### src/rtl/ctrl_unit.sv
// ctrl_unit: multi-cycle instruction sequencer.
// Accepts one 16-bit instruction at a time, steps it through
// FETCH -> DECODE -> (MEM) -> (WB) -> FETCH, and drives register-file
// selectors, the write strobe and memory request lines. HALT is terminal
// until reset.
//
// Optional feature: define CTRL_MEM_TIMEOUT_EN to add a memory-wait
// timeout. After TMO_CYC MEM cycles without mem_ack the unit raises the
// sticky mem_err flag, abandons the access and moves on to pc+1. Without
// the macro MEM waits indefinitely and mem_err is tied low.

module ctrl_unit #(
    parameter int PC_W    = 8,
    parameter int TMO_CYC = 16
) (
    input  logic            clk,
    input  logic            rst,
    input  logic            instr_valid,
    input  logic [15:0]     instr_data,
    output logic            instr_ready,
    output logic [PC_W-1:0] pc,
    output logic [3:0]      op_code,
    output logic            imm_en,
    output logic [15:0]     imm_out,
    output logic [3:0]      sel_d,
    output logic [3:0]      sel_a,
    output logic [3:0]      sel_b,
    output logic            reg_we,
    output logic            mem_rd_req,
    output logic            mem_wr_req,
    input  logic            mem_ack,
    output logic            halted,
    output logic            mem_err
);

    // ------------------------------------------------------------------
    // Encodings
    // ------------------------------------------------------------------
    typedef enum logic [2:0] {
        S_FETCH  = 3'd0,
        S_DECODE = 3'd1,
        S_MEM    = 3'd2,
        S_WB     = 3'd3,
        S_HALT   = 3'd4
    } state_t;

    // Instruction classes; every opcode not listed explicitly is an ALU op.
    typedef enum logic [2:0] {
        C_NOP   = 3'd0,
        C_LOAD  = 3'd1,
        C_STORE = 3'd2,
        C_LDI   = 3'd3,
        C_HALT  = 3'd4,
        C_ALU   = 3'd5
    } iclass_t;

    localparam logic [3:0] OP_NOP   = 4'b0000;
    localparam logic [3:0] OP_LOAD  = 4'b0001;
    localparam logic [3:0] OP_STORE = 4'b0010;
    localparam logic [3:0] OP_LDI   = 4'b1000;
    localparam logic [3:0] OP_HALT  = 4'b1111;

    function automatic iclass_t classify(input logic [3:0] op);
        case (op)
            OP_NOP:   return C_NOP;
            OP_LOAD:  return C_LOAD;
            OP_STORE: return C_STORE;
            OP_LDI:   return C_LDI;
            OP_HALT:  return C_HALT;
            default:  return C_ALU;
        endcase
    endfunction

    // ------------------------------------------------------------------
    // State
    // ------------------------------------------------------------------
    state_t            state_q, state_d;
    logic [PC_W-1:0]   pc_q, pc_d;
    logic [15:0]       ir_q, ir_d;
    logic              reg_we_q, reg_we_d;
    logic              mem_rd_q, mem_rd_d;
    logic              mem_wr_q, mem_wr_d;
    logic              halted_q, halted_d;

`ifdef CTRL_MEM_TIMEOUT_EN
    localparam int               TMO_W    = $clog2(TMO_CYC + 1);
    localparam logic [TMO_W-1:0] TMO_LAST = TMO_W'(TMO_CYC - 1);

    logic [TMO_W-1:0]  tmo_cnt_q, tmo_cnt_d;
    logic              mem_err_q, mem_err_d;
`endif

    iclass_t           iclass;
    logic [PC_W-1:0]   pc_inc;

    assign iclass = classify(ir_q[15:12]);
    // pc wraps modulo 2^PC_W by natural truncation of the sum.
    assign pc_inc = pc_q + PC_W'(1);

    // ------------------------------------------------------------------
    // Next-state and next-output logic for the sequencer
    // ------------------------------------------------------------------
    always_comb begin
        // NOTE: every variable gets a default before the case so no path
        // leaves one unassigned, which would otherwise infer a latch.
        state_d  = state_q;
        pc_d     = pc_q;
        ir_d     = ir_q;
        reg_we_d = 1'b0;
        mem_rd_d = mem_rd_q;
        mem_wr_d = mem_wr_q;
        halted_d = halted_q;
`ifdef CTRL_MEM_TIMEOUT_EN
        tmo_cnt_d = '0;
        mem_err_d = mem_err_q;
`endif

        case (state_q)
            S_FETCH: begin
                // instr_ready is high in this state, so valid alone is the handshake.
                if (instr_valid) begin
                    ir_d    = instr_data;
                    state_d = S_DECODE;
                end
            end

            S_DECODE: begin
                case (iclass)
                    C_LOAD: begin
                        mem_rd_d = 1'b1;
                        state_d  = S_MEM;
                    end
                    C_STORE: begin
                        mem_wr_d = 1'b1;
                        state_d  = S_MEM;
                    end
                    C_LDI, C_ALU: begin
                        reg_we_d = 1'b1;
                        state_d  = S_WB;
                    end
                    C_HALT: begin
                        halted_d = 1'b1;
                        state_d  = S_HALT;
                    end
                    default: begin
                        pc_d    = pc_inc;
                        state_d = S_FETCH;
                    end
                endcase
            end

            S_MEM: begin
                if (mem_ack) begin
                    // Request drops on the same edge the acknowledge is sampled.
                    mem_rd_d = 1'b0;
                    mem_wr_d = 1'b0;
                    if (iclass == C_LOAD) begin
                        reg_we_d = 1'b1;
                        state_d  = S_WB;
                    end else begin
                        pc_d    = pc_inc;
                        state_d = S_FETCH;
                    end
                end
`ifdef CTRL_MEM_TIMEOUT_EN
                else if (tmo_cnt_q == TMO_LAST) begin
                    // Give up on the access: flag it, skip WB, move on.
                    mem_err_d = 1'b1;
                    mem_rd_d  = 1'b0;
                    mem_wr_d  = 1'b0;
                    pc_d      = pc_inc;
                    state_d   = S_FETCH;
                end else begin
                    tmo_cnt_d = tmo_cnt_q + TMO_W'(1);
                end
`endif
            end

            S_WB: begin
                // reg_we_q is high for this single cycle; default clears it.
                pc_d    = pc_inc;
                state_d = S_FETCH;
            end

            S_HALT: begin
                state_d = S_HALT;
            end

            default: begin
                state_d = S_FETCH;
            end
        endcase
    end

    // ------------------------------------------------------------------
    // Registers with synchronous reset; reset wins over any handshake
    // ------------------------------------------------------------------
    always_ff @(posedge clk) begin
        // NOTE: non-blocking assignments so every flop samples the values
        // from before this edge, independent of statement order.
        if (rst) begin
            state_q  <= S_FETCH;
            pc_q     <= '0;
            ir_q     <= '0;
            reg_we_q <= 1'b0;
            mem_rd_q <= 1'b0;
            mem_wr_q <= 1'b0;
            halted_q <= 1'b0;
`ifdef CTRL_MEM_TIMEOUT_EN
            tmo_cnt_q <= '0;
            mem_err_q <= 1'b0;
`endif
        end else begin
            state_q  <= state_d;
            pc_q     <= pc_d;
            ir_q     <= ir_d;
            reg_we_q <= reg_we_d;
            mem_rd_q <= mem_rd_d;
            mem_wr_q <= mem_wr_d;
            halted_q <= halted_d;
`ifdef CTRL_MEM_TIMEOUT_EN
            tmo_cnt_q <= tmo_cnt_d;
            mem_err_q <= mem_err_d;
`endif
        end
    end

    // ------------------------------------------------------------------
    // Outputs: all decoded from flops, so they are glitch-free and the
    // IR-derived fields hold still from DECODE until the next accept.
    // ------------------------------------------------------------------
    assign instr_ready = (state_q == S_FETCH);
    assign pc          = pc_q;
    assign op_code     = ir_q[15:12];
    assign imm_en      = (ir_q[15:12] == OP_LDI);
    assign imm_out     = {{8{ir_q[7]}}, ir_q[7:0]};
    assign sel_d       = ir_q[11:8];
    assign sel_a       = ir_q[7:4];
    assign sel_b       = ir_q[3:0];
    assign reg_we      = reg_we_q;
    assign mem_rd_req  = mem_rd_q;
    assign mem_wr_req  = mem_wr_q;
    assign halted      = halted_q;

`ifdef CTRL_MEM_TIMEOUT_EN
    assign mem_err = mem_err_q;
`else
    assign mem_err = 1'b0;
`endif

endmodule

### config.mk
export PLATFORM = sky130hd
export DESIGN_NAME = ctrl_unit
export DESIGN_NICKNAME = d
export VERILOG_FILES = /design/src/rtl/ctrl_unit.sv
export SDC_FILE = /design/constraint.sdc
export NUM_CORES = 1
export LEC_CHECK = 0
export ABC_AREA = 1
export BUFFER_PORTS_ARGS = -buffer_cell sky130_fd_sc_hd__buf_2
export CELL_PAD_IN_SITES_DETAIL_PLACEMENT = 1
export CELL_PAD_IN_SITES_GLOBAL_PLACEMENT = 2
export CORE_MARGIN = 2
export CORE_UTILIZATION = 24
export CTS_CLUSTER_SIZE = 12
export DETAILED_ROUTE_END_ITERATION = 6
export GPL_TIMING_DRIVEN = 1
export PLACE_DENSITY_LB_ADDON = 0.1
export SLEW_MARGIN = 10
export SYNTH_ARGS = -nofsm -noshare
export SYNTH_HDL_FRONTEND = slang
export SYNTH_SLANG_ARGS = --single-unit
### constraint.sdc
create_clock -name clk -period 1.52 [get_ports clk]
set_input_delay 0.304 -clock clk [delete_from_list [all_inputs] [get_ports clk]]
set_output_delay 0.304 -clock clk [all_outputs]
set_load 0.01 [all_outputs]
======== After elaboration in Yosys (flattened, before gate mapping) ========
Cells that the tools add are included.
operators by class
  reduce and logical (&&, ||, !) cells .... 13
  eq/ne operators ......................... 19
  multiplexer cells ....................... 19
  add/sub/neg operators ................... 1
operators by type and width
  operator               count
  $mux W8                3
  $pmux W8 S3            1
  $pmux W3 S5            1
  $eq A3 B2 Y1 const B   4
  $ne A2 B2 Y1 const B   6
  $pmux W3 S4            1
  $eq A3 B3 Y1 const B   3
  $pmux W3 S3            1
  $add A8 B1 Y8 const B  1
  $eq A4 B4 Y1 const B   2
  $eq A3 B1 Y1 const B   2
  $mux W1                6
  $mux W3                2
  $pmux W1 S2            3
  $reduce_and A2 Y1      3
  $reduce_and A3 Y1      2
  $reduce_or A5 Y1       1
  $eq A4 B1 Y1 const B   1
  $eq A4 B2 Y1 const B   1
  $logic_not A4 Y1       1
  $reduce_and A4 Y1      1
  $reduce_or A2 Y1       2
  $logic_not A3 Y1       1
  $reduce_bool A3 Y1     1
  other kinds (2)        2
storage, ports and cells
  register bits ........................... 31
  output and inout bits ................... 47
  bits of input ports ..................... 20
  word-level logic and storage cells ...... 59

======== Logic depth before layout (Yosys ltp) ========
Gate-level depths: netlist of the first run.
  depth after elaboration ................. 6
  mapped depth ............................ 10
  gate-level depth less buffers ........... 10

======== Worst setup path before layout of the first run ========
OpenSTA, ideal clock, no wires.
  path type ............................... reg-to-reg
  start ................................... reg ir_q[14]
  end ..................................... reg pc_q[1] (netlist: pc[1])
  stages on the path, launching flop included .. 9
  setup slack ............................. 305 ps
  clock period less this slack ............ 1,215 ps
  required time ........................... 1,407 ps
  arrival time ............................ 1,102 ps
  buffers on the path ..................... 0
  setup time .............................. 113 ps
  cell sequence ........................... dfxtp_1 nor2_1 nand3_1 nand2_2 nand2_4 nand2_4 inv_2 nor2_1 nor2_1
between the ends
  word-level cells in the longest chain between the ends .. 6
  elaborated cells between the ends (all ways) .. 15
  classes of those cells .................. eq/ne: 11; mux: 1; reduce/logical: 3
ends and longest elaborated chain
  item                                    line      RTL
  start, declared                         79        logic [15:0] ir_q, ir_d;
  start signal, assigned                  216       ir_q <= ir_d;
  $eq A4 B4 Y1 (tied with other cells)    64        case (op)
  $pmux W3 S5 (*)                         64
  $eq A3 B1 Y1 (tied with other cells)    128, 157
  $reduce_or A5 Y1 (no source line)       --
  $ne A2 B2 Y1 (no source line)           --
  $reduce_and A4 Y1 (no source line) (*)  --
  end signal, assigned                    215       pc_q <= pc_d;
  end, declared                           78        logic [PC_W-1:0] pc_q, pc_d;
Mark *: on every way between the ends. The rest lies on a longest branch, timed or not.
A chain may end at the register's enable or synchronous reset.

======== Worst setup path after layout of the first run ========
  start ................................... reg state_q[0]
  end ..................................... out instr_ready
between the ends
  word-level cells in the longest chain between the ends .. 1
ends and longest elaborated chain
  item                    line  RTL
  start, declared         77    state_t state_q, state_d;
  start signal, assigned  214   state_q <= state_d;
  $logic_not A3 Y1        232   assign instr_ready = (state_q == S_FETCH);
  end, declared           20    output logic instr_ready,
No other way between the ends.

==> impl_summary.log, run 1 <==
INFO  metric final_critical_path_setup_slack = 98.22 ps
INFO  metric cts-htree-levels = 2
INFO  metric holdCritStartpoint = instr_data[3]
INFO  metric max_freq = 0.7033 GHz
INFO  metric port-buffer-count = 65
INFO  metric cp_data_arrival_time = ~1100 ps
INFO  metric critical_path.max_stage_delay = 350 ps
INFO  metric dpl_cells = 339
INFO  metric gr-usage-all-layers = 0.1237
INFO  metric top_level_ports = 67
INFO  metric fin_cells = 348
INFO  metric synthSimpleGateAreaFrac = 0.3266
INFO  metric avgSynthCellArea = 7.267 sq um
INFO  metric p_leak = a little under 1 nW
INFO  metric starting_density_of_the_core = 0.2463
INFO  metric status = finished clean
INFO  metric cts_buffer_depth = 2
INFO  metric rr_startpoint = ir_q[14]
INFO  metric critical-path-slowest-cell = sky130_fd_sc_hd__dfxtp_2
INFO  metric row_count = 29
INFO  metric worst_reg_to_reg_cells = 8
INFO  metric finClkSkew = 7.923 ps
INFO  metric cts_buffers = 5
INFO  metric muxShareOfSynthArea = 0
INFO  metric synthAdderAreaFrac = 0.008045
INFO  metric r2r-end = pc[1]
INFO  metric slew_violations = 0
INFO  metric post_synth_inst_count = 214
INFO  metric design.die.area = 7140 sq um
INFO  metric crit_type = reg -> out
INFO  metric worst_setup_path_end_kind = output port
INFO  metric period_utilisation_layout = 0.9354
INFO  metric setup.reg_to_reg.worst_slack = 170 ps
INFO  metric max_cap_viol_count = 0
INFO  metric postSynthNetCount = around 240
INFO  metric stdcell_area = 1987 sq um
INFO  metric finalWorstPathRequiredPeriod = 1422 ps
INFO  metric chipHeight = 84.50 um
INFO  metric final_cell_mix = sky130_fd_sc_hd__buf_2 (65), sky130_fd_sc_hd__nand2_1 (42), sky130_fd_sc_hd__nand3_1 (30)
INFO  metric detail_route.wirelength = 4334 um
INFO  metric worst_setup_hold_path_clk_slew = 70 ps
INFO  metric cts_tree = built
INFO  metric clock-root-buffer = sky130_fd_sc_hd__clkbuf_8
INFO  metric globalRouteOverflowTotal = 0
INFO  metric vias_per_cell = 4.411
INFO  metric largest_net_degree_at_the_start_of_global_routing = 25
INFO  metric setup_tns = 0 ps
INFO  metric finalHoldViolCount = 0
INFO  metric sink_count = 31
INFO  metric clk-insertion-delay-late = 280 ps
INFO  metric yosysSeqAreaShare = 0.3990
INFO  metric worstPathRequired = 1220 ps
INFO  metric powerDensity = 1116 nW/um^2
INFO  metric final_nets = 291
INFO  metric layout_commonest_cell = sky130_fd_sc_hd__buf_2
INFO  metric mapped_area = 1555 sq um
INFO  metric first_pass_grt_wire_length = 7058 um
INFO  metric route.detailed.wl_per_inst = roughly 12 um
INFO  metric dieWidth = 84.50 um
INFO  metric crit_path_start_kind = flop
INFO  metric first_pass_iters = 3
INFO  metric whs_path_depth = 3
INFO  metric combinational_family_with_the_most_area_after_synthesis = simple AND/OR/NAND/NOR gates
INFO  metric yosys_reg_bits = 31
INFO  metric hold_class = in -> reg
INFO  metric grt_pass1_vias = 1519
INFO  metric drt.antenna.violating_nets = 0
INFO  metric grt_setup_unrepaired = no
INFO  metric route.vias.total = 1535
INFO  metric number_of_remaining_drc_errors = 0
INFO  metric timing.hold.worst_endpoint = ir_q[3]
INFO  metric worstPathMaxFanout = 4
INFO  metric final_core_utilization = 0.3147
INFO  metric crit_path_cell_trace = nor2_2 -> nand2_2 -> inv_2 -> buf_2
INFO  metric syn_to_final_growth = 27.76%
INFO  metric drtIter0Drc = 31
INFO  metric detailed_place.area = 1864 sq um
INFO  metric synth_xor_xnor_area_share = 0.01689
INFO  metric yosys_warns = 0
INFO  metric detailedPlacementHpwl = about 3300 um
INFO  metric antenna_violations_before_repair = 0
INFO  metric synth.distinct_cells = 23
INFO  metric peakVddDrop = 0.0003375 V
INFO  metric n_antenna_cell = 0
INFO  metric finalSetupViolations = 0
INFO  metric detailedPlace.worstSlack = 150.2 ps
INFO  metric final_layout_size_suffix_gt1_frac = 0.3579
INFO  metric gp_congestion = 0.7240
INFO  metric synth_compound_area_frac = 0.09976
INFO  metric core = 6314 sq um
power breakdown:
part           leakage [nW]  internal (mW)  switching (mW)
logic                 0.672          0.214           0.328
clock network        0.0515          0.413           0.312
registers             0.255          0.882          0.0674
total                 0.978           1.51           0.708
worst max path at each step:
stage / from / to / cells after the start
finish: state_q[0] / instr_ready / 4
global route: ir_q[14] / pc[6] / 7
CTS: state_q[2] / instr_ready / 4
detailed placement: ir_q[14] / pc[1] / 8
global placement: state_q[0] / pc[0] / 9
floorplan: ir_q[14] / pc[1] / 8
final cells by class:
type	instances	area, sq um
tap	77	96.34
inverter	19	71.32
clock buffer	8	100.1
timing repair buffer	72	377.9
sequential	31	624.3
multi-input combinational	141	716.9
fill	832	4327
synthesized netlist by cell type, drive strengths merged:
| master | count | share of area |
|---|---|---|
| nand2 | 48 | 0.13 |
| dfxtp | 31 | 0.40 |
| nand3 | 30 | 0.097 |
| a21oi | 26 | 0.084 |
| buf | 19 | 0.092 |
| inv | 19 | 0.046 |
| nor2 | 15 | 0.041 |
| o21ai | 5 | 0.016 |
| clkbuf | 4 | 0.0097 |
| nand4 | 4 | 0.016 |
| nand3b | 3 | 0.014 |
| nor3 | 3 | 0.017 |
| xor2 | 2 | 0.011 |
| conb | 1 | 0.0024 |
| ha | 1 | 0.0080 |
| nor4 | 1 | 0.0040 |
| or2 | 1 | 0.0040 |
| xnor2 | 1 | 0.0056 |
registers in the layout, indices dropped and copies added, names as in the netlist:
signal	flops
ir_q	16
pc	8
state_q	3
halted	1
mem_rd_req	1
mem_wr_req	1
reg_we	1
per-layer routing:
layer | vias up | part of all wire | track usage
li1 | 792 | - | -
met1 | 699 | 0.44 | 0.1483
met2 | 38 | 0.49 | 0.2112
met3 | 6 | 0.059 | 0.03540
met4 | 0 | 0.013 | 0.04329
met5 | - | 0 | 0
cell families (layout without fill, tap and decap cells):
family | Yosys count | in the layout
and+or+nand+nor | 105 | 105
buffers and inverters | 42 | 99
AOI/OAI and AO/OA | 31 | 31
DFF | 31 | 31
xor gates and xnor gates | 3 | 3
adders and majority gates | 1 | 1
other | 1 | 1
metrics by stage:
step	power (mW)	hold WS (ps)
2_1_floorplan	1.335	468.4
3_3_place_gp	1.509	443.3
3_5_place_dp	1.509	449.1
4_1_cts	2.253	267.0
5_1_grt	2.362	277.0
6_report	2.217	282.1
critical path: cells and delay by family (launching register included):
family / cells / cell delay [ps]
flip-flops: 1 / 350
AND/OR/NAND/NOR: 2 / 260
buffers and inverters: 2 / 230
timing repair:
action	in CTS	in global routing
setup endpoints to repair	1	2
hold buffers	0	0
pin swaps	0	1
endpoints found under the hold margin	0	0
buffers inserted	0	1
resized for setup	2	4
No activity file was read; power rests on OpenSTA's default activity.
==> run 2, diff against run 1 <==
==> constraint.sdc (replaced) <==
create_clock -name clk -period 1.52 [get_ports clk]
set_input_delay 0.152 -clock clk [delete_from_list [all_inputs] [get_ports clk]]
set_output_delay 0.152 -clock clk [all_outputs]
set_load 0.01 [all_outputs]
==> impl_summary.log, run 2 (same netlist as run 1, synthesis figures left out) <==
INFO  metric status = finished clean
INFO  metric dieWidth = 84.50 um (unchanged)
INFO  metric first_pass_iters = 3 (unchanged)
INFO  metric r2r-end = pc[0]
INFO  metric first_pass_grt_wire_length = 7465 um (+5.8%)
INFO  metric finalSetupViolations = 0 (unchanged)
INFO  metric period_utilisation_layout = 0.9373 (+0.001957)
INFO  metric setup_tns = 0 ps (unchanged)
INFO  metric final_layout_size_suffix_gt1_frac = 0.3579 (unchanged)
INFO  metric chipHeight = 84.50 um (unchanged)
INFO  metric critical_path.max_stage_delay = 350 ps (about the same)
INFO  metric setup.reg_to_reg.worst_slack = 160 ps (about the same)
INFO  metric final_nets = 291 (unchanged)
INFO  metric core = 6314 sq um (unchanged)
INFO  metric cts-htree-levels = 2 (unchanged)
INFO  metric final_critical_path_setup_slack = 95.24 ps (-2.975 ps)
INFO  metric largest_net_degree_at_the_start_of_global_routing = 20 (-20%)
INFO  metric sink_count = 31 (unchanged)
INFO  metric worstPathRequired = 1370 ps (+150 ps)
INFO  metric finalWorstPathRequiredPeriod = 1425 ps (+2.975 ps)
INFO  metric finalHoldViolCount = 0 (unchanged)
INFO  metric cpLargestDelayFamily = buffers and inverters
INFO  metric worst_reg_to_reg_cells = 8 (unchanged)
INFO  metric hold_class = in -> reg
INFO  metric timing.critical_path.buf_inv = 3 (+1)
INFO  metric peakVddDrop = 0.0004170 V (+24%)
INFO  metric worstPathMaxFanout = 13 (+9)
INFO  metric critical-path-slowest-cell = sky130_fd_sc_hd__dfxtp_2
INFO  metric dpl_cells = 339 (unchanged)
INFO  metric sequentialPowerShare = 0.400 (-0.028)
INFO  metric gp_congestion = 0.7080 (-2.2%)
INFO  metric clock-root-buffer = sky130_fd_sc_hd__clkbuf_8
INFO  metric slew_violations = 0 (unchanged)
INFO  metric cts_buffers = 5 (unchanged)
INFO  metric detail_route.wirelength = 4488 um (+3.6%)
INFO  metric cp-endpoint = instr_ready
INFO  metric highest-signal-layer = met4
INFO  metric detailedPlace.worstSlack = 127.9 ps (-22.29 ps)
INFO  metric worst_setup_hold_path_clk_slew = 70 ps (about the same)
INFO  metric combinational_fraction_of_design_power = 0.235 (-0.010)
INFO  metric top_level_ports = 67 (unchanged)
INFO  metric cp_data_arrival_time = 1270 ps (+150 ps)
INFO  metric crit_type = reg -> out
INFO  metric port-buffer-count = 65 (unchanged)
INFO  metric cts_tree = built
INFO  metric powerDensity = 1178 nW/um^2 (+5.6%)
INFO  metric power.switching = 0.7341 mW (+3.7%)
INFO  metric total_internal_power = 1.628 mW (+7.9%)
INFO  metric max_freq = 0.7019 GHz (-0.21%)
INFO  metric clk-insertion-delay-late = 280 ps (about the same)
INFO  metric registers.top_by_ff_count = ir_q
INFO  metric route.detailed.wl_per_inst = 12.90 um (+3.6%)
INFO  metric number_of_flip_flops_in_the_largest_register = 16 (unchanged)
INFO  metric grt_setup_unrepaired = no
INFO  metric grt_pass1_vias = 1580 (+4.0%)
INFO  metric starting_density_of_the_core = 0.2463 (unchanged)
INFO  metric design.die.area = 7140 sq um (unchanged)
INFO  metric gr-usage-all-layers = 0.1283 (+0.004601)
INFO  metric worst_setup_path_end_kind = output port
INFO  metric proportion_of_total_power_due_to_net_switching = 0.3108 (-0.008489)
INFO  metric fin_cells = 348 (unchanged)
INFO  metric vias_per_cell = 4.451 (+0.91%)
INFO  metric globalRouteOverflowTotal = 0 (unchanged)
INFO  metric finalPower = 2.362 mW (+6.6%)
INFO  metric drt.antenna.violating_nets = 0 (unchanged)
INFO  metric detailedPlacementHpwl = 3365 um (+1.7%)
INFO  metric number_of_remaining_drc_errors = 0 (unchanged)
INFO  metric syn_to_final_growth = 28.96%
INFO  metric startpoint = state_q[0]
INFO  metric layout_commonest_cell = sky130_fd_sc_hd__buf_2
INFO  metric rr_startpoint = ir_q[14]
INFO  metric p_leak = 0.9896 nW (+1.2%)
INFO  metric crit_path_cell_trace = nor2_2 -> nand2_2 -> inv_2 -> buf_6 -> buf_2
INFO  metric drtIter0Drc = 13 (-58%)
INFO  metric row_count = 29 (unchanged)
INFO  metric n_antenna_cell = 0 (unchanged)
INFO  metric clock_power_share = 0.365 (+0.038)
INFO  metric wl_met3 = 282 um (+11%)
INFO  metric max_cap_viol_count = 0 (unchanged)
INFO  metric cp_num_cells = 5 (+1)
INFO  metric met2RoutedLength = 2088 um (-1.1%)
INFO  metric crit_path_start_kind = flop
INFO  metric final_cell_mix = sky130_fd_sc_hd__buf_2 (65), sky130_fd_sc_hd__nand2_1 (42), sky130_fd_sc_hd__nand3_1 (29), sky130_fd_sc_hd__dfxtp_1 (29), sky130_fd_sc_hd__a21oi_1 (26)
INFO  metric route.vias.total = 1549 (+0.91%)
INFO  metric m1WireLength = 2068 um (+8.4%)
INFO  metric finClkSkew = 6.507 ps (-1.416 ps)
INFO  metric holdCritStartpoint = instr_data[14]
INFO  metric antenna_violations_before_repair = 0 (unchanged)
INFO  metric cts_buffer_depth = 2 (unchanged)
-- run 2: changes by cell type in the layout (fill, tap and decap cells not counted), sizes merged --
cell and delta:
clkbuf -2, clkinv +1, bufinv +1
-- run 2: area by class of cell --
| type | instances | area, sq um |
|---|---|---|
| clock buffers | 6 | 82.58 |
| clock inverters | 2 | 35.03 |
| fillers | 837 | 4308 |
| inverters | 19 | 71.32 |
| multi-input cells | 141 | 715.7 |
| flip-flops and latches | 31 | 623.1 |
| well taps | 77 | 96.34 |
| repair buffers | 72 | 381.6 |
-- run 2: worst min-delay path, cell delays in order --
cell	delay, ps
sky130_fd_sc_hd__buf_2	100
sky130_fd_sc_hd__nand3_1	70
sky130_fd_sc_hd__a21oi_1	50
-- run 2: how the worst min path moves through the flow --
stage	slack (ps)	to	depth (start not counted)
2_1_floorplan	320	reg_we	2
3_3_place_gp	430	ir_q[10]	3
3_5_place_dp	430	ir_q[14]	3
4_1_cts	120	ir_q[10]	3
5_1_grt	130	ir_q[14]	3
6_report	130	ir_q[14]	3
-- run 2: power by group through the flow --
stage	clock (mW)	sequential [mW]	combinational, mW
2_1_floorplan	0	0.985	0.350
3_3_place_gp	0	0.962	0.547
3_5_place_dp	0	0.963	0.548
4_1_cts	0.889	0.946	0.564
5_1_grt	0.926	0.957	0.620
6_report	0.863	0.944	0.555
-- run 2: timing repair --
action / 4_1_cts / 5_1_grt
setup endpoints to repair: 1 / 5
setup buffers: 1 / 0
endpoints found under the hold margin: 0 / 0
resized for setup: 2 / 4
pin swaps: 0 / 1
hold buffers: 0 / 0
gates cloned: 0 / 0
-- run 2: metrics by stage --
step	utilization	area (sq um)	hold slack (ps)
2_1_floorplan	-	1555	316.4
3_3_place_gp	0.2953	1864	427.1
3_5_place_dp	0.2953	1864	431.3
4_1_cts	0.3161	1996	121.7
5_1_grt	0.3177	2006	129.7
6_report	0.3177	2006	131.3
-- run 2: metal layers --
metal,vias to the layer above,track usage
li1,790,-
met4,0,0.03896
met5,-,0
met2,38,0.2140
met1,716,0.1583
met3,5,0.04031
==> run 3, diff against run 2 <==
--- a/config.mk
+++ b/config.mk
@@ -14,6 +14,7 @@
 export CTS_CLUSTER_SIZE = 12
 export DETAILED_ROUTE_END_ITERATION = 6
 export GPL_TIMING_DRIVEN = 1
+export MAX_ROUTING_LAYER = met4
 export PLACE_DENSITY_LB_ADDON = 0.1
 export SLEW_MARGIN = 10
 export SYNTH_ARGS = -nofsm -noshare
==> impl_summary.log, run 3 (same netlist as run 1, synthesis figures left out) <==
INFO  metric final_layout_size_suffix_gt1_frac = 0.3579 (unchanged)
INFO  metric layout_commonest_cell = sky130_fd_sc_hd__buf_2
INFO  metric detail_route.wirelength = 4495 um (+0.16%)
INFO  metric registers.top_by_ff_count = ir_q
INFO  metric number_of_remaining_drc_errors = 0 (unchanged)
INFO  metric final.fill_count = 837 (unchanged)
INFO  metric period_utilisation_layout = 0.9378 (about the same)
INFO  metric worst_setup_path_end_kind = output port
INFO  metric chipHeight = 84.50 um (unchanged)
INFO  metric cts-htree-levels = 2 (unchanged)
INFO  metric finalWorstPathRequiredPeriod = 1425 ps (+0.6506 ps)
INFO  metric clock_power_share = 0.365 (about the same)
INFO  metric core = 6314 sq um (unchanged)
INFO  metric detailedPlacementHpwl = 3365 um (unchanged)
INFO  metric drt.antenna.violating_nets = 0 (unchanged)
INFO  metric first_pass_grt_wire_length = 7479 um (+0.19%)
INFO  metric design.die.area = 7140 sq um (unchanged)
INFO  metric stdcell_area = 2006 sq um (unchanged)
INFO  metric n_antenna_cell = 0 (unchanged)
INFO  metric worst_setup_hold_path_clk_slew = 70 ps (about the same)
INFO  metric row_count = 29 (unchanged)
INFO  metric total_internal_power = 1.628 mW (about the same)
INFO  metric grt_setup_unrepaired = no
INFO  metric clk-insertion-delay-late = 280 ps (about the same)
INFO  metric finalSetupViolations = 0 (unchanged)
INFO  metric sequentialPowerShare = 0.400 (about the same)
INFO  metric timing.hold.ws = 131.8 ps (+0.5580 ps)
INFO  metric cts_hold_repair.buffers = 0 (unchanged)
INFO  metric detailed_place.area = 1864 sq um (unchanged)
INFO  metric number_of_flip_flops_in_the_largest_register = 16 (unchanged)
INFO  metric slew_violations = 0 (unchanged)
INFO  metric dieWidth = 84.50 um (unchanged)
INFO  metric syn_to_final_growth = 28.96% (unchanged)
INFO  metric first_pass_iters = 3 (unchanged)
INFO  metric sink_count = 31 (unchanged)
INFO  metric powerDensity = 1178 nW/um^2 (about the same)
INFO  metric cp_data_arrival_time = 1270 ps (about the same)
INFO  metric final_nets = 291 (unchanged)
INFO  metric antenna_violations_before_repair = 0 (unchanged)
INFO  metric drtIter0Drc = 12 (-1)
INFO  metric combinational_fraction_of_design_power = 0.235 (about the same)
INFO  metric rr_startpoint = ir_q[14]
INFO  metric vias_per_cell = 4.460 (+0.19%)
INFO  metric finalHoldViolCount = 0 (unchanged)
INFO  metric starting_density_of_the_core = 0.2463 (unchanged)
INFO  metric startpoint = state_q[0]
INFO  metric cts_buffer_depth = 2 (unchanged)
INFO  metric fin_cells = 348 (unchanged)
INFO  metric holdCritStartpoint = instr_data[3]
INFO  metric power.switching = 0.7357 mW (+0.21%)
INFO  metric crit_path_start_kind = flop
INFO  metric hold_class = in -> reg
INFO  metric clock-root-buffer = sky130_fd_sc_hd__clkbuf_8
INFO  metric status = finished clean
INFO  metric cts_tree = built
INFO  metric largest_net_degree_at_the_start_of_global_routing = 20 (unchanged)
INFO  metric worstPathMaxFanout = 13 (unchanged)
INFO  metric grt_pass1_vias = 1578 (-0.13%)
INFO  metric finalPower = 2.364 mW (about the same)
INFO  metric final_cell_mix = sky130_fd_sc_hd__buf_2 (65), sky130_fd_sc_hd__nand2_1 (42), sky130_fd_sc_hd__nand3_1 (29), sky130_fd_sc_hd__dfxtp_1 (29), sky130_fd_sc_hd__a21oi_1 (26)
INFO  metric final_core_utilization = 0.3177 (unchanged)
INFO  metric max_cap_viol_count = 0 (unchanged)
INFO  metric route.detailed.wl_per_inst = 12.92 um (+0.16%)
INFO  metric dpl_cells = 339 (unchanged)
INFO  metric finClkSkew = 6.468 ps (-0.03913 ps)
INFO  metric detailedPlace.worstSlack = 127.9 ps (unchanged)
INFO  metric setup_tns = 0 ps (unchanged)
INFO  metric proportion_of_total_power_due_to_net_switching = 0.3113 (+0.0004955)
INFO  metric gr-usage-all-layers = 0.1326 (+0.004261)
INFO  metric worstPathRequired = 1370 ps (about the same)
INFO  metric globalRouteOverflowTotal = 0 (unchanged)
INFO  metric port-buffer-count = 65 (unchanged)
INFO  metric top_level_ports = 67 (unchanged)
INFO  metric crit_type = reg -> out
INFO  metric route.vias.total = 1552 (+0.19%)
INFO  metric max_freq = 0.7016 GHz (about the same)
INFO  metric cts_buffers = 5 (unchanged)
INFO  metric gp_congestion = 0.7159 (+1.1%)
INFO  metric peakVddDrop = 0.0004188 V (+0.44%)
INFO  metric p_leak = 0.9896 nW (unchanged)
INFO  metric final_critical_path_setup_slack = 94.59 ps (-0.6506 ps)
==> run 3: worst paths after layout <==
check | depth (start not counted) | slack, ps | endpoint
max | 5 | 90 | instr_ready
min | 3 | 130 | ir_q[3]
max reg2reg | 8 | 160 | pc[0]
min reg2reg | 2 | 450 | mem_wr_req
==> run 3: final cells by class <==
cell class | instances | area (sq um) | share of cell area
Sequential cell | 31 | 623.1 | 0.3107
Clock inverter | 2 | 35.03 | 0.01747
Multi-Input combinational cell | 141 | 715.7 | 0.3568
Tap cell | 77 | 96.34 | 0.04804
Timing Repair Buffer | 72 | 381.6 | 0.1903
Clock buffer | 6 | 82.58 | 0.04117
Inverter | 19 | 71.32 | 0.03556
==> run 3: power by group through the flow <==
stage	clock network, mW	registers [mW]	logic [mW]
4_1_cts	0.889	0.946	0.564
3_5_place_dp	0	0.963	0.548
5_1_grt	0.926	0.958	0.620
6_report	0.863	0.944	0.556
2_1_floorplan	0	0.985	0.350
3_3_place_gp	0	0.962	0.547
==> run 3: layer usage <==
metal	track usage	vias up	share of wire
li1	-	791	-
met1	0.1607	718	0.47
met2	0.2147	38	0.46
met3	0.03736	5	0.059
met4	0.03896	0	0.011
met5	-	-	0
==> run 3: critical path, cell delays in order, from the launching register on <==
cell and delay (ps):
sky130_fd_sc_hd__dfxtp_2 350, sky130_fd_sc_hd__nor2_2 170, sky130_fd_sc_hd__nand2_2 100, sky130_fd_sc_hd__inv_2 70
sky130_fd_sc_hd__buf_6 150, sky130_fd_sc_hd__buf_2 140
==> run 3: timing repair <==
item                                    in CTS  in global routing
endpoints found under the setup margin       1                  5
buffers inserted                             1                  0
cloned                                       0                  0
resized for setup                            2                  4
pin swaps                                    0                  1
